===== config.mk =====
export PLATFORM = sky130hd
export DESIGN_NAME = obc_da_serial_engine
export DESIGN_NICKNAME = d
export VERILOG_FILES = /design/src/rtl/obc_da_serial_engine_pkg.sv /design/src/rtl/obc_slice_serializer.sv /design/src/rtl/obc_da_serial_engine.sv
export SDC_FILE = /design/constraint.sdc
export NUM_CORES = 1
export LEC_CHECK = 0
export CORE_UTILIZATION = 37
export CTS_CLUSTER_DIAMETER = 100
export CTS_CLUSTER_SIZE = 24
export DETAILED_ROUTE_END_ITERATION = 10
export PLACE_DENSITY_LB_ADDON = 0.25
export SYNTH_ARGS = -nofsm -noshare
export SYNTH_HDL_FRONTEND = slang
export SYNTH_SLANG_ARGS = --single-unit

===== constraint.sdc =====
create_clock -name clk -period 25.8 [get_ports clk]
set_clock_uncertainty 0.05 [all_clocks]
set_input_delay 3.87 -clock clk [delete_from_list [all_inputs] [get_ports clk]]
set_output_delay 3.87 -clock clk [all_outputs]
set_load 0.005 [all_outputs]

===== src/rtl/obc_da_serial_engine_pkg.sv =====
// Shared definitions for the offset-binary-coded distributed-arithmetic DFT
// serial engine: transform size, default widths, FSM state encoding and the
// slice-counter type for the default sample width.
package obc_pkg;

    localparam int unsigned N_POINTS = 16;
    localparam int unsigned DW_DEF   = 16;
    localparam int unsigned RW_DEF   = 32;
    localparam int unsigned ACCW_DEF = 48;

    typedef enum logic [1:0] {
        IDLE  = 2'd0,
        LOAD  = 2'd1,
        SHIFT = 2'd2,
        DONE  = 2'd3
    } obc_da_state_t;

    typedef logic [$clog2(DW_DEF)-1:0] slice_cnt_t;

endpackage


===== src/rtl/obc_slice_serializer.sv =====
// Sixteen parallel-load, right-shift sample registers. The LSB of every
// register forms the current bit-slice, so successive shifts present the
// samples LSB first.
//   clk     : rising-edge clock
//   load    : capture all samples (takes priority over shift)
//   shift   : shift every register right by one bit
//   samples : flattened samples, sample k at [k*DW +: DW]
//   slice   : bit 0 of every register, bit k from sample k
module obc_slice_serializer
    import obc_pkg::*;
#(
    parameter int DW = DW_DEF
) (
    input  logic                   clk,
    input  logic                   load,
    input  logic                   shift,
    input  logic [N_POINTS*DW-1:0] samples,
    output logic [N_POINTS-1:0]    slice
);

    logic [DW-1:0] sr_q [N_POINTS];
    logic [DW-1:0] sr_d [N_POINTS];

    always_comb begin
        for (int k = 0; k < N_POINTS; k++) begin
            sr_d[k]  = sr_q[k];
            if (load) begin
                sr_d[k] = samples[k*DW +: DW];
            end else if (shift) begin
                sr_d[k] = sr_q[k] >> 1;
            end
            slice[k] = sr_q[k][0];
        end
    end

    // Pure datapath storage: contents are always reloaded before use, so no reset.
    always_ff @(posedge clk) begin
        for (int k = 0; k < N_POINTS; k++) begin
            sr_q[k] <= sr_d[k];
        end
    end

endmodule


===== src/rtl/obc_da_serial_engine.sv =====
// Bit-serial driver and shift-accumulator around a DA ROM stage of the
// 16-point DFT. Presents one sample bit-slice per cycle (LSB first) and
// accumulates the ROM partial sum, weighted by 2^b, into one output term.
//   clk, rst : clock, asynchronous active-high reset
//   start    : request a transform (accepted in IDLE or DONE)
//   samples  : 16 flattened samples, sample k at [k*DW +: DW]
//   x_bits   : registered bit-slice to the ROM address inputs
//   m        : registered MSB-slice flag to the ROM stage
//   rom_in   : ROM partial sum for the slice on x_bits (two's complement)
//   busy     : high in LOAD and SHIFT
//   done     : one-cycle pulse when result is updated
//   result   : accumulated term, held until the next transform completes
module obc_da_serial_engine
    import obc_pkg::*;
#(
    parameter int DW   = DW_DEF,
    parameter int RW   = RW_DEF,
    parameter int ACCW = ACCW_DEF
) (
    input  logic                   clk,
    input  logic                   rst,
    input  logic                   start,
    input  logic [N_POINTS*DW-1:0] samples,
    output logic [N_POINTS-1:0]    x_bits,
    output logic                   m,
    input  logic [RW-1:0]          rom_in,
    output logic                   busy,
    output logic                   done,
    output logic [ACCW-1:0]        result
);

    localparam int CW = (DW > 1) ? $clog2(DW) : 1;
    localparam logic [CW-1:0] B_LAST = CW'(DW - 1);

    function automatic logic signed [ACCW-1:0] sext_rom(input logic [RW-1:0] r);
        return {{(ACCW-RW){r[RW-1]}}, r};
    endfunction

    obc_da_state_t          state_q, state_d;
    logic [CW-1:0]          b_q, b_d;
    logic signed [ACCW-1:0] acc_q, acc_d, acc_sum;
    logic [N_POINTS-1:0]    x_bits_q, x_bits_d;
    logic                   m_q, m_d;
    logic [ACCW-1:0]        result_q, result_d;
    logic                   accept;
    logic                   shift_en;
    logic [N_POINTS-1:0]    slice;

    obc_slice_serializer #(.DW(DW)) u_serializer (
        .clk     (clk),
        .load    (accept),
        .shift   (shift_en),
        .samples (samples),
        .slice   (slice)
    );

    always_comb begin
        state_d  = state_q;
        b_d      = b_q;
        acc_d    = acc_q;
        x_bits_d = '0;
        m_d      = 1'b0;
        result_d = result_q;
        accept   = 1'b0;
        acc_sum  = acc_q + (sext_rom(rom_in) <<< b_q);
        case (state_q)
            IDLE, DONE: begin
                state_d = IDLE;
                if (start) begin
                    accept  = 1'b1;
                    state_d = LOAD;
                    b_d     = '0;
                    acc_d   = '0;
                end
            end
            LOAD: begin
                // First slice goes out registered; b is still 0 here.
                x_bits_d = slice;
                m_d      = (b_q == B_LAST);
                state_d  = SHIFT;
            end
            SHIFT: begin
                acc_d = acc_sum;
                if (b_q == B_LAST) begin
                    state_d  = DONE;
                    result_d = acc_sum;
                end else begin
                    b_d      = b_q + 1'b1;
                    x_bits_d = slice;
                    m_d      = (b_d == B_LAST);
                end
            end
            default: state_d = IDLE;
        endcase
    end

    assign shift_en = (state_q == LOAD) || (state_q == SHIFT);

    always_ff @(posedge clk or posedge rst) begin
        if (rst) begin
            state_q  <= IDLE;
            b_q      <= '0;
            acc_q    <= '0;
            x_bits_q <= '0;
            m_q      <= 1'b0;
            result_q <= '0;
        end else begin
            state_q  <= state_d;
            b_q      <= b_d;
            acc_q    <= acc_d;
            x_bits_q <= x_bits_d;
            m_q      <= m_d;
            result_q <= result_d;
        end
    end

    assign x_bits = x_bits_q;
    assign m      = m_q;
    assign busy   = (state_q == LOAD) || (state_q == SHIFT);
    assign done   = (state_q == DONE);
    assign result = result_q;

endmodule


==> results of run 1 <==
==> registers in the layout, indices dropped and copies added, names as in the netlist <==
| register | cells |
|---|---|
| x_bits | 16 |
| b_q | 4 |
| acc_q | 48 |
| m | 1 |
| state_q | 2 |
| result | 48 |
| u_serializer.sr_q | 256 |
==> where the power goes <==
| group | leakage, nW | switching (mW) | total (mW) | internal [mW] |
|---|---|---|---|---|
| logic | 4.75 | 0.777 | 1.40 | 0.621 |
| clock network | 0.327 | 0.215 | 0.380 | 0.165 |
| registers | 4.14 | 0.0911 | 1.15 | 1.06 |
| total | 9.22 | 1.08 | 2.93 | 1.84 |
==> layout by cell type (no fill, tap or decap), types with 13 or more instances in the layout <==
cell type,Yosys,routed
clkbuf_16,0,22
nor2_1,49,48
nand3_1,15,15
mux2i_1,49,49
clkdlybuf4s50_1,0,357
edfxtp_1,256,256
nand4_1,21,21
and2_1,21,21
a21oi_1,80,80
o21ai_0,139,139
inv_1,21,20
and3_1,18,18
mux2_2,249,249
xor2_1,19,19
ha_1,52,52
xnor2_1,26,26
dfrtp_1,119,117
nand2_1,166,164
mux4_2,14,14
buf_4,6,15
a21o_1,13,13
==> cell families after synthesis <==
family	share of synthesized area, %
multiplexers	18.7
AO/OA/AOI/OAI	9.92
adder cells (fa/ha/maj)	3.47
XOR/XNOR	2.04
flip-flops	55.2
buffers and inverters	2.73
AND/OR/NAND/NOR	7.97
==> synthesized netlist by cell type, types with 18 or more instances <==
cell type,count
xor2_1,19
nand4_1,21
edfxtp_1,256
nand2_1,166
o21ai_0,139
and2_1,21
a21oi_1,80
mux2i_1,49
mux2_2,249
nor2_1,49
inv_1,21
xnor2_1,26
and3_1,18
dfrtp_1,119
clkbuf_1,66
ha_1,52
==> metal layers <==
metal  global-route usage [%]  up-vias  wire [um]
met2                     32.6      334      25500
met5                        0        -         27
met4                     5.61        4       1270
li1                         -     6363          -
met1                     25.9     6606      23300
met3                     2.77       62       2730
==> metrics by stage <==
step                      instance area (sq um)  hold slack (ps)  setup slack (ps)  std cells
final                                     24100              398             17490       2553
after global routing                      24100              413             17270       2553
after CTS                                 24100              407             17580       2548
after detailed placement                  23500              386             16990       2510
after global placement                    23500              381             16920       2510
after floorplan                           19300              377             12540       1555
==> path summary, 6_finish.rpt <==
check,startpoint,endpoint,cells past startpoint
min in group asynchronous,rst,x_bits[6],2
hold / removal,u_serializer.sr_q[12][0],x_bits[12],1
max in group asynchronous,rst,b_q[3],3
setup reg to reg,b_q[1],acc_q[43],16
setup / recovery,rom_in[30],acc_q[43],16
hold reg to reg,u_serializer.sr_q[12][0],x_bits[12],1
==> worst max-delay path, delay by kind of cell <==
family,cells,cell delay [ps]
buf+inv,2,680
mux,2,490
xor+xnor,1,190
compound gates,5,1660
fa+ha+maj,1,420
simple gates,5,1360
==> area by class of cell <==
| cell class | count | area, sq um |
|---|---|---|
| fillers | 4671 | 27300 |
| flip-flops and latches | 375 | 10700 |
| multi-input cells | 1062 | 8160 |
| repair buffers | 372 | 3690 |
| well taps | 680 | 851 |
| clock buffers | 26 | 566 |
| clock inverters | 12 | 119 |
| inverters | 21 | 83.8 |
| diodes | 5 | 12.5 |
==> flow_summary.json, run 1 <==
{
  "outcome": "completed",
  "synth_seq_area_share_pct": 55.2,
  "period_share_pct": 32.2,
  "slew_headroom_pct": 26.7,
  "grt_max_degree": 83,
  "regToRegSetupSlack_ps": 20460,
  "routed_wirelength_um": 52800,
  "drt_iter0_drc": 845,
  "drc_errors": 0,
  "drt_pass1_iterations": 5,
  "cts.sinks": 375,
  "power_mw": 2.93,
  "wl_per_cell_um": 20.7,
  "pin_count": 358,
  "yosysWarnings": 0,
  "synth_edf_count": 256,
  "required_ps": 26170,
  "grt_pass1_vias": 13400,
  "yosysTopAreaCellShare_pct": 39.8,
  "tns_ps": 0,
  "ys_types": 67,
  "ant_nets": 0,
  "dp_hpwl_um": 38200,
  "clk_pin_slew_ps": 100,
  "yosys-top-cells-area": "edfxtp_1, dfrtp_1, mux2_2",
  "min-delay-path-class": "flip-flop to flip-flop",
  "endpoint_kind": "flip-flop",
  "final_hold_viol_count": 0,
  "grt_pass1_wl_um": 80000,
  "cp_slowest_stage_delay_ps": 560,
  "final_util_pct": 47.0,
  "grt-ovfl-total": 0,
  "placement.io_buffers": 357,
  "slew_viol_final": 0,
  "maxCapViolations": 0,
  "nNetsFinal": 2198,
  "yosysTopAreaCell": "edfxtp_1",
  "dieArea_sq_um": 53100,
  "syn_inst": 1555,
  "htreeDepth": 1,
  "cts-root-buf": "clkbuf_16",
  "drive_gt1_share_pct": 17.8,
  "p_leak_nw": 9.22,
  "start_util_pct": 37.6,
  "grt_usage_pct": 19.4,
  "critPathSlowestCell": "clkdlybuf4s50_1",
  "area_growth_pct": 25.0,
  "vdd_drop_max_v": 0.0000675,
  "insertion_delay_ps": 550,
  "fmax_ghz": 0.120,
  "cts_hold_buffers": 0,
  "viasPerCell": 5.24,
  "netlist_area_sq_um": 19300,
  "worstPathMaxFanout": 6,
  "async_flop_share_pct": 31.7,
  "synth-seq-cells": 375,
  "antenna_found_initial": 7,
  "cp.arrival_ps": 8670,
  "clockBufferDepth": 3,
  "power_density_nw_per_um2": 121,
  "fp.dieW_um": 231,
  "vias": 13400,
  "rsz0062_at_grt": "false",
  "core_area_sq_um": 51400,
  "cts_buffers": 22,
  "cts_setup_buffers": 0,
  "synth_nets": 1899,
  "cts_tree": "done",
  "crit_top_cell": "o21ai_0",
  "tightestPinTransition_ps": 1100,
  "post_synth.cell_area_avg_sq_um": 12.4,
  "path_class": "input pin to flip-flop",
  "setup_viol": 0,
  "cts_resized": 0,
  "gp_congestion": 0.943,
  "crit_path_cell_trace": "clkdlybuf4s50_1 > mux2_2 > o21ai_0 > inv_1 > a21oi_1 > mux2i_1 > ha_1 > nand4_1 > nor2_1 > nand3_1 > or4_1 > a211oi_1 > nor3_1 > o21bai_1 > xnor2_1 > o21ai_0",
  "synth_flop_cell": "edfxtp_1",
  "die_h_um": 231,
  "period_needed_ps": 8310,
  "rows": 83,
  "cp-start-kind": "input pin"
}
Note: power is estimated with default switching activity, not from simulation.
==> inputs of run 2 (changes only) <==
- clock period: 25.8 -> 7.35 ns (I/O delays scaled with it)
==> flow_summary.json, run 2 (synthesis results as in run 1) <==
{
  "die_h_um": 231,
  "crit_path_cell_trace": "buf_4 > mux2_2 > o21ai_0 > inv_1 > a21oi_1 > mux2i_1 > ha_1 > nand4_1 > nor2_1 > nand3_1 > or4_1 > a211oi_1 > nor3_1 > o21bai_1 > xnor2_1 > o21ai_0",
  "tns_ps": 0,
  "clk_pin_slew_ps": 100,
  "worstPathMaxFanout": 25,
  "place_area_sq_um": 23500,
  "outcome": "completed",
  "drive_gt1_share_pct": 17.7,
  "endpoint_kind": "flip-flop",
  "cts_hold_buffers": 0,
  "grt_usage_pct": 19.5,
  "fin_area_sq_um": 24100,
  "insertion_delay_ps": 550,
  "cp.arrival_ps": 6000,
  "critPathSlowestCell": "dfrtp_1",
  "slew_headroom_pct": 24.3,
  "drt_pass1_iterations": 8,
  "gp_congestion": 0.915,
  "p_clk_share_pct": 13.1,
  "tightestPinTransition_ps": 1140,
  "whs_ps": 395,
  "grt-ovfl-total": 0,
  "rows": 83,
  "viasPerCell": 5.28,
  "setup_viol": 0,
  "fmax_ghz": 0.177,
  "combPwrFrac_pct": 47.3,
  "largest-register": "u_serializer.sr_q",
  "clockBufferDepth": 3,
  "p_sw_mw": 3.78,
  "grt_pass1_wl_um": 80500,
  "cp_slowest_stage_delay_ps": 1040,
  "vias": 13400,
  "dieArea_sq_um": 53100,
  "grt_pass1_vias": 13400,
  "fp.dieW_um": 231,
  "area_growth_pct": 24.9,
  "rsz0062_at_grt": "false",
  "intPower_mw": 6.50,
  "cp-start-kind": "flip-flop",
  "antenna_cells": 0,
  "fillers": 4754,
  "final_hold_viol_count": 0,
  "grt_max_degree": 85,
  "crit_top_cell": "o21ai_0",
  "wl_per_cell_um": 20.9,
  "cts.sinks": 375,
  "core_area_sq_um": 51400,
  "dp_hpwl_um": 38000,
  "power_frac_seq_pct": 39.6,
  "nNetsFinal": 2197,
  "cts_tree": "done",
  "path_class": "flip-flop to flip-flop",
  "cts_buffers": 21,
  "final_cell_mix": "clkdlybuf4s50_1, edfxtp_1, mux2_2",
  "required_ps": 7690,
  "swShare_pct": 36.8,
  "routed_wirelength_um": 53200,
  "antenna_found_initial": 0,
  "htreeDepth": 1,
  "pin_count": 358,
  "maxCapViolations": 0,
  "min-delay-path-class": "flip-flop to flip-flop",
  "worst_slack_ps": 1690,
  "ant_nets": 0,
  "cts-root-buf": "clkbuf_16",
  "period_needed_ps": 5660,
  "vdd_drop_max_v": 0.000235,
  "start_util_pct": 37.6,
  "drc_errors": 0,
  "p_leak_nw": 9.21,
  "largest_register_ffs": 256,
  "power_density_nw_per_um2": 426,
  "placement.io_buffers": 357,
  "dp_slack_ps": 1470,
  "period_share_pct": 77.0,
  "cts_setup_buffers": 0,
  "slew_viol_final": 0,
  "cts_resized": 0,
  "drt_iter0_drc": 855,
  "final_common_cell": "clkdlybuf4s50_1"
}
==> run 2: cell count changes in the layout (fill, tap and decap cells not counted), moves of 2 or more <==
cell | previous run | this run
clkinvlp_4 | 3 | 1
bufinv_16 | 0 | 2
inv_8 | 2 | 0
diode_2 | 5 | 0
==> run 2: through the flow <==
stage / power [mW] / utilization (%) / cells
global placement: 8.88 / 45.6 / 2510
global route: 11.0 / 46.9 / 2546
finish: 10.3 / 46.9 / 2546
CTS: 10.4 / 46.9 / 2546
detailed placement: 8.99 / 45.6 / 2510
floorplan: 7.47 / - / 1555
==> run 2: area by class of cell <==
cell class / count / area, sq um / share of cell area (%)
sequential: 375 / 10700 / 44.2
inverter: 21 / 83.8 / 0.347
timing repair buffer: 372 / 3690 / 15.3
tap: 680 / 851 / 3.53
multi-input combinational: 1062 / 8170 / 33.8
clock inverter: 10 / 133 / 0.550
clock buffer: 26 / 544 / 2.26
==> run 2: critical path, delay by kind of cell, from the launching register on <==
kind,cells,cell delay [ps]
simple gates,5,1310
compound gates,5,1550
xor+xnor,1,180
mux,2,480
fa+ha+maj,1,410
buf+inv,2,480
flops,1,1040
==> run 2: final timing paths <==
kind                       slack [ps]               startpoint  cells past startpoint         to
setup / recovery                 1690                   b_q[1]                     16  acc_q[43]
min in group asynchronous         910                      rst                      2  x_bits[6]
max in group asynchronous        4900                      rst                      3     b_q[0]
hold / removal                    400  u_serializer.sr_q[3][0]                      1  x_bits[3]
hold reg to reg                   400  u_serializer.sr_q[3][0]                      1  x_bits[3]
setup reg to reg                 1690                   b_q[1]                     16  acc_q[43]
==> run 2: power by group through the flow <==
| stage | Sequential (mW) | Combinational, mW | Clock, mW |
|---|---|---|---|
| 3_5_place_dp | 4.12 | 4.87 | 0 |
| 3_3_place_gp | 4.09 | 4.79 | 0 |
| 4_1_cts | 4.08 | 4.89 | 1.41 |
| 2_1_floorplan | 4.07 | 3.40 | 0 |
| 5_1_grt | 4.18 | 5.34 | 1.46 |
| 6_report | 4.07 | 4.86 | 1.35 |
==> run 2: routing by layer <==
layer / GRT usage, % / share of wire, %
met5: 0 / 0
met4: 3.70 / 1.5
met2: 33.0 / 49
met3: 2.98 / 5.5
met1: 26.5 / 44
==> inputs of run 3 (changes only) <==
- clock period: 7.35 -> 4.8 ns (I/O delays scaled with it)
==> flow_summary.json, run 3 (synthesis results as in run 1) <==
{
  "outcome": "completed",
  "reg2reg_from": "b_q[1]",
  "core_area_sq_um": 51400,
  "cp-start-kind": "flip-flop",
  "largest-register": "u_serializer.sr_q",
  "tightestPinTransition_ps": 1040,
  "grt_pass1_vias": 13600,
  "power_mw": 16.2,
  "endpoint_kind": "flip-flop",
  "setup_viol": 0,
  "drt_iter0_drc": 909,
  "vias": 13500,
  "worstHoldPathCells": 1,
  "final_hold_viol_count": 0,
  "worstPathMaxFanout": 33,
  "grt_max_degree": 144,
  "period_share_pct": 94.1,
  "p_leak_nw": 9.58,
  "wl_met1_um": 23500,
  "fillers": 4671,
  "power_density_nw_per_um2": 654,
  "p_sw_mw": 5.89,
  "top_layer_used": "met5",
  "start_util_pct": 37.6,
  "viasPerCell": 5.15,
  "combPwrFrac_pct": 49.6,
  "intPower_mw": 10.3,
  "dieArea_sq_um": 53100,
  "drive_gt1_share_pct": 20.6,
  "placement.io_buffers": 357,
  "wl_met3_um": 3000,
  "vdd_drop_max_v": 0.000364,
  "pin_count": 358,
  "fp.dieW_um": 231,
  "die_h_um": 231,
  "insertion_delay_ps": 550,
  "path_class": "flip-flop to flip-flop",
  "drt_pass1_iterations": 5,
  "swShare_pct": 36.4,
  "p_clk_share_pct": 12.2,
  "min-delay-path-class": "flip-flop to flip-flop",
  "power_frac_seq_pct": 38.2,
  "htreeDepth": 1,
  "cts_buffers": 21,
  "cts_hold_buffers": 0,
  "antenna_found_initial": 5,
  "area_growth_pct": 27.9,
  "fmax_ghz": 0.221,
  "tns_ps": 0,
  "maxCapViolations": 0,
  "gp_congestion": 0.924,
  "ant_nets": 0,
  "cp.arrival_ps": 4950,
  "hp-start": "u_serializer.sr_q[12][0]",
  "rows": 83,
  "cts_setup_buffers": 0,
  "slew_viol_final": 0,
  "routed_wirelength_um": 53100,
  "largest_register_ffs": 256,
  "dp_hpwl_um": 38900,
  "timing.rr.end": "acc_q[42]",
  "clockBufferDepth": 3,
  "cts_tree": "done",
  "clk_pin_slew_ps": 100,
  "period_needed_ps": 4520,
  "grt_pass1_wl_um": 80500,
  "wl_per_cell_um": 20.2,
  "rsz0062_at_grt": "false",
  "min_to": "x_bits[12]",
  "final_cell_mix": "clkdlybuf4s50_1, edfxtp_1, mux2_2",
  "drc_errors": 0,
  "dpl.cell_count": 2584,
  "slew_headroom_pct": 30.7,
  "cts_resized": 0,
  "wl_met2_um": 25100,
  "final_common_cell": "clkdlybuf4s50_1",
  "cts-root-buf": "clkbuf_16",
  "final_util_pct": 48.1,
  "required_ps": 5230,
  "ff2ff_path_depth": 15,
  "regToRegSetupSlack_ps": 280,
  "grt-ovfl-total": 0,
  "finalNonFillerCells": 2627,
  "cts.sinks": 375,
  "grt_usage_pct": 19.5,
  "nNetsFinal": 2271
}
-- run 3: cell count changes in the layout (fill, tap and decap cells not counted), sizes merged --
| cell | before | now |
|---|---|---|
| buf | 15 | 89 |
| clkinv | 2 | 3 |
| diode | 0 | 5 |
| bufinv | 2 | 0 |
| clkbuf | 26 | 31 |
| clkinvlp | 2 | 0 |
-- run 3: area by class of cell --
| cell class | instances | area [sq um] | area share [%] |
|---|---|---|---|
| clock inverter | 7 | 78.8 | 0.319 |
| timing repair buffer | 446 | 4300 | 17.4 |
| sequential | 375 | 10700 | 43.2 |
| tap | 680 | 851 | 3.44 |
| inverter | 21 | 83.8 | 0.339 |
| clock buffer | 31 | 563 | 2.28 |
| multi-input combinational | 1062 | 8160 | 33.0 |
| antenna | 5 | 12.5 | 0.0506 |
-- run 3: through the flow --
step	setup WS (ps)	cell area [sq um]	hold slack [ps]
floorplan	393	19300	377
global placement	-209	24100	381
detailed placement	-194	24100	387
CTS	360	24700	395
global route	57.4	24700	435
finish	284	24700	396
-- run 3: worst max-delay path, cell delays in order (launching register included) --
cell and delay (ps):
dfrtp_1 380, buf_12 210, buf_4 250, mux2i_1 260
a21oi_1 130, mux2i_1 300, mux2i_1 150, ha_1 390
nand2_1 190, o21ai_0 430, a221o_1 240, a21o_4 120
a41oi_4 140, o41a_4 550, or4_1 510, nand3_1 90
-- run 3: power by group through the flow --
stage	registers, mW	clock network (mW)	logic (mW)
after global placement	6.20	0	7.93
after detailed placement	6.25	0	8.03
final	6.18	1.97	8.01
after global routing	6.33	2.16	8.81
after CTS	6.19	2.06	8.07
after floorplan	6.15	0	5.21
-- run 3: how the worst max path moves through the flow --
stage,startpoint,depth (start not counted),slack [ps],to
global route,b_q[1],18,60,result[45]
detailed placement,rom_in[0],16,-190,result[45]
finish,b_q[1],15,280,acc_q[42]
floorplan,b_q[0],19,390,result[42]
CTS,b_q[0],16,360,result[45]
global placement,rom_in[0],16,-210,result[45]
-- run 3: per-layer routing --
metal,track usage (%),vias to the layer above
met4,5.94,2
met5,0,-
met1,26.6,6586
met3,3.33,68
met2,31.8,343
li1,-,6523
